$ cat config.mk
export PLATFORM = sky130hd
export DESIGN_NAME = lc3_int_controller
export DESIGN_NICKNAME = d
export VERILOG_FILES = /design/src/rtl/lc3_int_controller.sv
export SDC_FILE = /design/constraint.sdc
export NUM_CORES = 1
export LEC_CHECK = 0
export ABC_AREA = 1
export CORE_MARGIN = 1
export CORE_UTILIZATION = 60
export DETAILED_ROUTE_END_ITERATION = 8
export PLACE_DENSITY = 0.93
export SKIP_LAST_GASP = 1
export SLEW_MARGIN = 0
export SYNTH_ARGS = -nofsm -noshare
export SYNTH_HDL_FRONTEND = slang
export SYNTH_SLANG_ARGS = --single-unit
export TNS_END_PERCENT = 10
$ cat constraint.sdc
create_clock -name clk -period 19.1 [get_ports clk]
set_clock_uncertainty 0.1 [all_clocks]
set_input_delay 4.775 -clock clk [delete_from_list [all_inputs] [get_ports clk]]
set_output_delay 4.775 -clock clk [all_outputs]
set_load 0.02 [all_outputs]
$ cat src/rtl/lc3_int_controller.sv
// Multi-channel interrupt controller for the LC-3: edge-latched sources, priority arbitration
// against PSR priority, and a req/ack handshake that presents one vector at a time.
module lc3_int_controller #(
  parameter int          NUM_CH   = 8,
  parameter int          PRIO_W   = 3,
  parameter int          ADDR_W   = 4,
  parameter logic [7:0]  VEC_BASE = 8'h01
) (
  input  logic              clk,
  input  logic              rst,
  input  logic [NUM_CH-1:0] irq,
  input  logic [PRIO_W-1:0] cur_prio,
  output logic              int_req,
  output logic [PRIO_W-1:0] int_prio,
  output logic [15:0]       int_vector,
  input  logic              int_ack,
  input  logic [ADDR_W-1:0] io_addr,
  input  logic [15:0]       io_wdata,
  input  logic              io_we,
  input  logic              io_re,
  output logic [15:0]       io_rdata
);

  localparam int IDX_W = (NUM_CH > 1) ? $clog2(NUM_CH) : 1;
  localparam logic [ADDR_W-1:0] PEND_ADDR = ADDR_W'(NUM_CH);

  typedef enum logic [1:0] {
    IDLE,
    REQ,
    RELEASE
  } state_t;

  state_t state_reg;

  logic [NUM_CH-1:0] irq_q_reg;
  logic [NUM_CH-1:0] pending_reg;
  logic [NUM_CH-1:0] pending_next;
  logic [NUM_CH-1:0] cfg_en_reg;
  logic [PRIO_W-1:0] cfg_prio_reg [NUM_CH];
  logic [7:0]        cfg_vec_reg  [NUM_CH];
  logic [15:0]       cfg_word     [NUM_CH];
  logic [NUM_CH-1:0] eligible;
  logic [IDX_W-1:0]  win_idx_reg;

  logic              win_found;
  logic [IDX_W-1:0]  win_idx_next;
  logic [PRIO_W-1:0] win_prio_next;
  logic [7:0]        win_vec_next;

  logic [NUM_CH-1:0] w1c_mask;
  logic [NUM_CH-1:0] ack_mask;
  logic [15:0]       rd_word;
  logic              unused_wdata;

  assign unused_wdata = ^io_wdata;

  genvar gi;
  generate
    for (gi = 0; gi < NUM_CH; gi++) begin : g_ch
      assign eligible[gi] = pending_reg[gi] & cfg_en_reg[gi] & (cfg_prio_reg[gi] > cur_prio);
      assign cfg_word[gi] = (16'(cfg_en_reg[gi]) << 15) |
                            (16'(cfg_prio_reg[gi]) << 8) |
                            16'(cfg_vec_reg[gi]);
    end
  endgenerate

  // Highest priority wins; strict '>' keeps the lowest index on ties.
  always_comb begin
    win_found     = 1'b0;
    win_idx_next  = '0;
    win_prio_next = '0;
    win_vec_next  = '0;
    for (int i = 0; i < NUM_CH; i++) begin
      if (eligible[i] && (!win_found || (cfg_prio_reg[i] > win_prio_next))) begin
        win_found     = 1'b1;
        win_idx_next  = IDX_W'(i);
        win_prio_next = cfg_prio_reg[i];
        win_vec_next  = cfg_vec_reg[i];
      end
    end
  end

  always_comb begin
    rd_word = '0;
    for (int i = 0; i < NUM_CH; i++) begin
      if (io_addr == ADDR_W'(i)) begin
        rd_word = cfg_word[i];
      end
    end
    if (io_addr == PEND_ADDR) begin
      rd_word = 16'(pending_reg);
    end
  end

  // A fresh edge always survives a same-cycle clear, whether from W1C or ack.
  always_comb begin
    w1c_mask     = (io_we && (io_addr == PEND_ADDR)) ? io_wdata[NUM_CH-1:0] : '0;
    ack_mask     = ((state_reg == REQ) && int_ack) ? (NUM_CH'(1) << win_idx_reg) : '0;
    pending_next = (pending_reg & ~w1c_mask & ~ack_mask) | (irq & ~irq_q_reg);
  end

  always_ff @(posedge clk or posedge rst) begin
    if (rst) begin
      irq_q_reg   <= '0;
      pending_reg <= '0;
    end else begin
      irq_q_reg   <= irq;
      pending_reg <= pending_next;
    end
  end

  always_ff @(posedge clk or posedge rst) begin
    if (rst) begin
      cfg_en_reg <= '0;
      for (int i = 0; i < NUM_CH; i++) begin
        cfg_prio_reg[i] <= '0;
        cfg_vec_reg[i]  <= '0;
      end
    end else if (io_we) begin
      for (int i = 0; i < NUM_CH; i++) begin
        if (io_addr == ADDR_W'(i)) begin
          cfg_en_reg[i]   <= io_wdata[15];
          cfg_prio_reg[i] <= io_wdata[8 +: PRIO_W];
          cfg_vec_reg[i]  <= io_wdata[7:0];
        end
      end
    end
  end

  // Read data samples pre-write state, so a same-cycle read/write returns the old value.
  always_ff @(posedge clk or posedge rst) begin
    if (rst) begin
      io_rdata <= '0;
    end else if (io_re) begin
      io_rdata <= rd_word;
    end
  end

  always_ff @(posedge clk or posedge rst) begin
    if (rst) begin
      state_reg   <= IDLE;
      win_idx_reg <= '0;
      int_req     <= 1'b0;
      int_prio    <= '0;
      int_vector  <= '0;
    end else begin
      case (state_reg)
        IDLE: begin
          if (win_found) begin
            state_reg   <= REQ;
            win_idx_reg <= win_idx_next;
            int_req     <= 1'b1;
            int_prio    <= win_prio_next;
            int_vector  <= {VEC_BASE, win_vec_next};
          end
        end
        REQ: begin
          // Presented request is frozen; it only ends by ack or by losing eligibility.
          if (int_ack) begin
            int_req   <= 1'b0;
            state_reg <= RELEASE;
          end else if (!eligible[win_idx_reg]) begin
            int_req   <= 1'b0;
            state_reg <= IDLE;
          end
        end
        RELEASE: begin
          if (!int_ack) begin
            state_reg <= IDLE;
          end
        end
        default: begin
          state_reg <= IDLE;
          int_req   <= 1'b0;
        end
      endcase
    end
  end

endmodule

# --- After elaboration in Yosys (flattened, before gate mapping) ---
# Cells that the tools add are included.
# Widths: inputs -> output; s select.
totals:
  out_inout_bits: 36
  latch_bits: 0
  ramBits: 0
  n_memories: 0
  register_bits: 146
  mem_bits_ro: 0
  in_bits: 36
op_classes:
  n_mux: 53
  n_div: 0
  add_sub_neg: 0
  multipliers: 0
  bitwise: 40
  n_eq_ne: 13
  magnitude_cmp: 16
  shift: 1
  reduce_logical: 36
op_table:
  columns: ["op", "n"]
  rows:
  - ["$mux 16", 9]
  - ["$or 16x11->16", 8]
  - ["$or 16x8->16", 8]
  - ["$mux 8", 10]
  - ["$gt 3x3->1", 15]
  - ["$mux 3", 12]
  - ["$and 8x8->8", 3]
  - ["$not 8->8", 3]
  - ["$reduce_and 2->1", 9]
  - ["$and 1x1->1", 16]
  - ["$eq 4x3->1 const B", 4]
  - ["$mux 1", 13]
  - ["$mux 2", 6]
  - ["$logic_and 1x1->1", 9]
  - ["$eq 4x2->1 const B", 2]
  - ["$or 8x8->8", 1]
  - ["$shl 1x3->8 const A", 1]
  - ["$logic_not 1->1", 7]
  - ["$logic_or 1x1->1", 7]
  - ["$pmux 2 s3", 1]
  - ["$reduce_and 3->1", 2]
  - ["$eq 4x1->1 const B", 1]
  - ["$eq 4x4->1 const B", 1]
  - ["$logic_not 4->1", 1]
  - ["other kinds (9)", 10]

# --- Depth between registers and ports, before layout ---
logic_depth:
  depth_word: 33
  depth_mapped: 71

# --- Worst setup path before layout ---
# No wires, ideal clock.
synth_timing:
  path_kind: "input -> register"
  start: "input cur_prio[2]"
  end: "register int_vector[6]"
  arrival_time_ps: 13234
  setup_ps: 121
  cell_stages: 67
  path_slack_ps: 5645
  cell_sequence: "inv_1 -> ha_1 -> nand3_1 -> nand2_2 -> nor2_2 -> nand2_1 -> ha_1 -> nand3b_1 -> nand2_1 -> nand2_1 -> nand2_2 -> nand2_4 -> nand2_1 -> nand2_1 -> ha_1 -> nand2_1 -> o21ai_0 -> nand2_1 -> [31 not listed] -> nand2_1 -> o21ai_0 -> nand2_1 -> a21oi_4 -> inv_2 -> buf_6 -> nand3_1 -> and2_1 -> ha_1 -> a21oi_1 -> o21ai_0 -> nand2_1 -> nand2_1 -> nand2_2 -> buf_2 -> o21ai_1 -> o21bai_1 -> nand2_1"
synth_via:
  elab_chain_cells: 32
  word_cells_on_any_way: 68
synth_rtl:
  columns: ["item", "line", "text"]
  rows:
  - ["from (decl)", "12", "input logic [PRIO_W-1:0] cur_prio,"]
  - ["$gt 3x3->1", "60", "assign eligible[gi] = pending_reg[gi] & cfg_en_reg[gi] & (cfg_prio_reg[gi] > cur_prio);"]
  - ["$and 1x1->1", "60", null]
  - ["$mux 3 or $mux 1 (tied branches)", "74", "if (eligible[i] && (!win_found || (cfg_prio_reg[i] > win_prio_next))) begin"]
  - ["$gt 3x3->1 or $logic_not 1->1 (tied branches)", "74", null]
  - ["$logic_or 1x1->1", "74", null]
  - ["$logic_and 1x1->1", "74", null]
  - ["$mux 3 or $mux 1 (tied branches)", "74", null]
  - ["$gt 3x3->1 or $logic_not 1->1 (tied branches)", "74", null]
  - ["[16 not listed]", null, null]
  - ["$logic_or 1x1->1", "74", null]
  - ["$logic_and 1x1->1", "74", null]
  - ["$mux 3 or $mux 1 (tied branches)", "74", null]
  - ["$gt 3x3->1 or $logic_not 1->1 (tied branches)", "74", null]
  - ["$logic_or 1x1->1", "74", null]
  - ["$logic_and 1x1->1", "74", null]
  - ["$mux 1", "74", null]
  - ["$reduce_and 2->1 (no source line)", null, null]
  - ["to (signal assigned)", "154", "int_vector <= {VEC_BASE, win_vec_next};"]
  - ["to (decl)", "15", "output logic [15:0] int_vector,"]
# Parallel ways exist; a longest one is shown, timed or not.
# A chain may end at the register's enable or synchronous reset.

# --- Worst setup path in the final report ---
layout_timing:
  start: "input cur_prio[0]"
  end: "register int_vector[5]"
# Same word-level chain as after synthesis.

==> impl_results.md <==
* Status: complete, no violations
* H-tree levels at 4
* Max Clock Freq at 57.7 MHz
* Top cell by count, worst path: nand2_1
* Kind of cell adding the most delay to the critical path: simple AND/OR/NAND/NOR gates
* Post-CTS sizing at 0
* Gr ovfl total at 0
* Asr flop ratio synth at 100%
* Initial Utilization at 61.8%
* Placed Area at 0.00885 mm^2
* CP startpoint kind: input pin
* CP peak stage delay at 860 ps
* Setup_tns at 0 ps
* Yosys top cell area share at a little over two fifths
* GRT Total Usage at 35.0%
* Max transition margin at 26.3%
* Cell area after synthesis at 0.00825 mm^2
* Power Total at approximately 1.2 mW
* Yosys cell types at 41
* Number of synthesized flops with an enable pin at 0
* Post-CTS setup buffer count at 0
* Final clock period utilization by the worst path at roughly 91%
* Latest clock arrival within the worst-skew pair at about 430 ps
* Ant diodes at 0
* Max Slew Vio Count at 0
* Setup crit end kind: flip-flop
* Register bit total from synthesis at 142
* Port Buf Inserts at 56
* Routed vias at between 8000 and 9000
* Max reg flops at 64
* Core area at 0.0133 mm^2
* Cells after Synth at 1091
* Antenna violations before repair at 0
* Clock transition at the registers of the reported paths at 60 ps
* Min Tclk post-route at 17330 ps
* Worst-Margin Slew at 1100 ps
* Leakage power at 4.59 nW
* CTS tree: built
* Global-route wire length before repair at 38400 um
* Synth Area per Inst at about 7.6 um^2
* Count leader, synth: nand2_1
* # IOs at around 70
* Clock Sinks at 142
* Die area at between 0.01 and 0.015 mm^2
* Seq/Total Area, Yosys at 43.0%
* Critical Path Fanout Max at 21
* Critical path data required time at 19320 ps
* Vias in the first global route at 7877
* # setup viols final at 0
* PwrDens at 126 mW/mm^2
* Final Hold Fails at 0
* Area Overhead vs Synth at 14.7%
* Num rows at 42
* Pre-antenna DRT Iters at 8
* Yosys top cell by area: dfrtp_1
* DRT Wirelength at 23000 um
* Setup CP Type: input pin to flip-flop
* CTS Buf Count at 17
* Share of cells above drive strength 1 at 5.59%
* Arrival @ worst endpoint at 17550 ps
* RSZ-0062 raised after global routing: no
* Hpwl dp at 16100 um
* Hold WC Path Type: flip-flop to flip-flop
* Worst-case vdd ir drop at 109 uV
* Initial drt markers at 1124
* DRC Markers at 0
* Die width at 119 um
* Via density at 6.15
* Clock Tree Buf Depth at 2
* Top_reg_cell synth: dfrtp_1
* Chip height at 119 um
* Hold buffers post-CTS at 0
* Crit path max-delay cell type: a21oi_1
* Pin count of the biggest net entering global routing at 81
* Antenna Nets Post-Route at 0
* Critical path buffer and inverter count at 6
* Most instantiated cells after synthesis: nand2_1, o21ai_0, dfrtp_1, inv_1
* Synth area leaders: dfrtp_1, nand2_1, o21ai_0
* Clock Root Buffer: clkbuf_16
* Layout Nets at 1213
* Yosys warns at 0
* Final instance area at approximately 0.0095 mm^2
* Routed wire per std cell at about 17 um
* Routability-driven placement congestion ratio at 0.916
* MaxCap Viol Count at 0
[placed cells by master (no fill, tap or decap), types with 3 or more instances in the layout]
cell / Yosys / final
nand2_4: 3 / 3
clkdlybuf4s50_1: 0 / 56
nor2_1: 73 / 73
inv_6: 0 / 6
inv_2: 5 / 5
a31oi_1: 7 / 7
inv_1: 104 / 103
nand4_1: 10 / 10
o2111ai_1: 3 / 3
nor2_2: 3 / 3
conb_1: 1 / 11
nand3_1: 73 / 73
clkbuf_16: 0 / 17
nand2_2: 6 / 6
o221ai_1: 4 / 4
o211ai_1: 6 / 6
nand2_1: 300 / 300
o21bai_1: 4 / 4
bufinv_16: 0 / 3
ha_1: 45 / 45
o21ai_1: 8 / 8
clkinvlp_4: 0 / 4
and2_1: 10 / 10
dfrtp_1: 142 / 142
or2_2: 3 / 3
a211oi_1: 3 / 3
a21oi_1: 39 / 39
o22ai_1: 11 / 11
o21ai_0: 164 / 164
[final timing paths]
kind,from,endpoint,slack (ps),cells after the start
setup / recovery,cur_prio[0],int_vector[5],1770,66
hold / removal,irq_q_reg[2],pending_reg[2],330,1
setup reg to reg,cfg_prio_reg[23],int_vector[5],6340,66
hold reg to reg,irq_q_reg[2],pending_reg[2],330,1
max in group asynchronous,rst,cfg_prio_reg[21],12900,3
min in group asynchronous,rst,io_rdata[2],4750,2
[cell type report]
type | count | area, um^2
Timing Repair Buffer | 58 | 576
Clock buffer | 18 | 439
Tap cell | 176 | 220
Fill cell | 966 | 3880
Sequential cell | 142 | 3550
Clock inverter | 14 | 181
Multi-Input combinational cell | 802 | 4080
Inverter | 111 | 422
[logic make-up after synthesis]
kind of cell | after synthesis | synth area share [%]
AND/OR/NAND/NOR | 489 | 25.1
AO/OA/AOI/OAI | 257 | 17.0
buffers and inverters | 157 | 8.02
flip-flops | 142 | 43.0
adder cells (fa/ha/maj) | 45 | 6.82
other | 1 | 0.0454
[layer usage]
metal	share of wire, %	global-route usage, %	routed length (um)	up-vias
li1	-	-	-	3693
met1	37	43.3	8450	3768
met5	0	0	0	-
met2	47	56.3	10900	524
met4	6.2	20.5	1420	0
met3	9.8	7.90	2260	143
[power by group]
group | switching (mW) | internal, mW | leakage, nW
Clock | 0.137 | 0.211 | 0.291
Combinational | 0.264 | 0.154 | 2.53
Sequential | 0.0612 | 0.367 | 1.76
Total | 0.463 | 0.732 | 4.59
[metrics by stage]
stage | std cells | setup slack (ps) | utilization, % | hold WS (ps)
final | 1321 | 1770 | 70.9 | 333
after global routing | 1321 | 650 | 70.9 | 339
after CTS | 1321 | 2140 | 70.9 | 333
after detailed placement | 1289 | 1770 | 66.3 | 320
after global placement | 1289 | 2120 | 66.3 | 312
after floorplan | 1101 | 5640 | - | 310
Note: power is estimated with default switching activity, not from simulation.
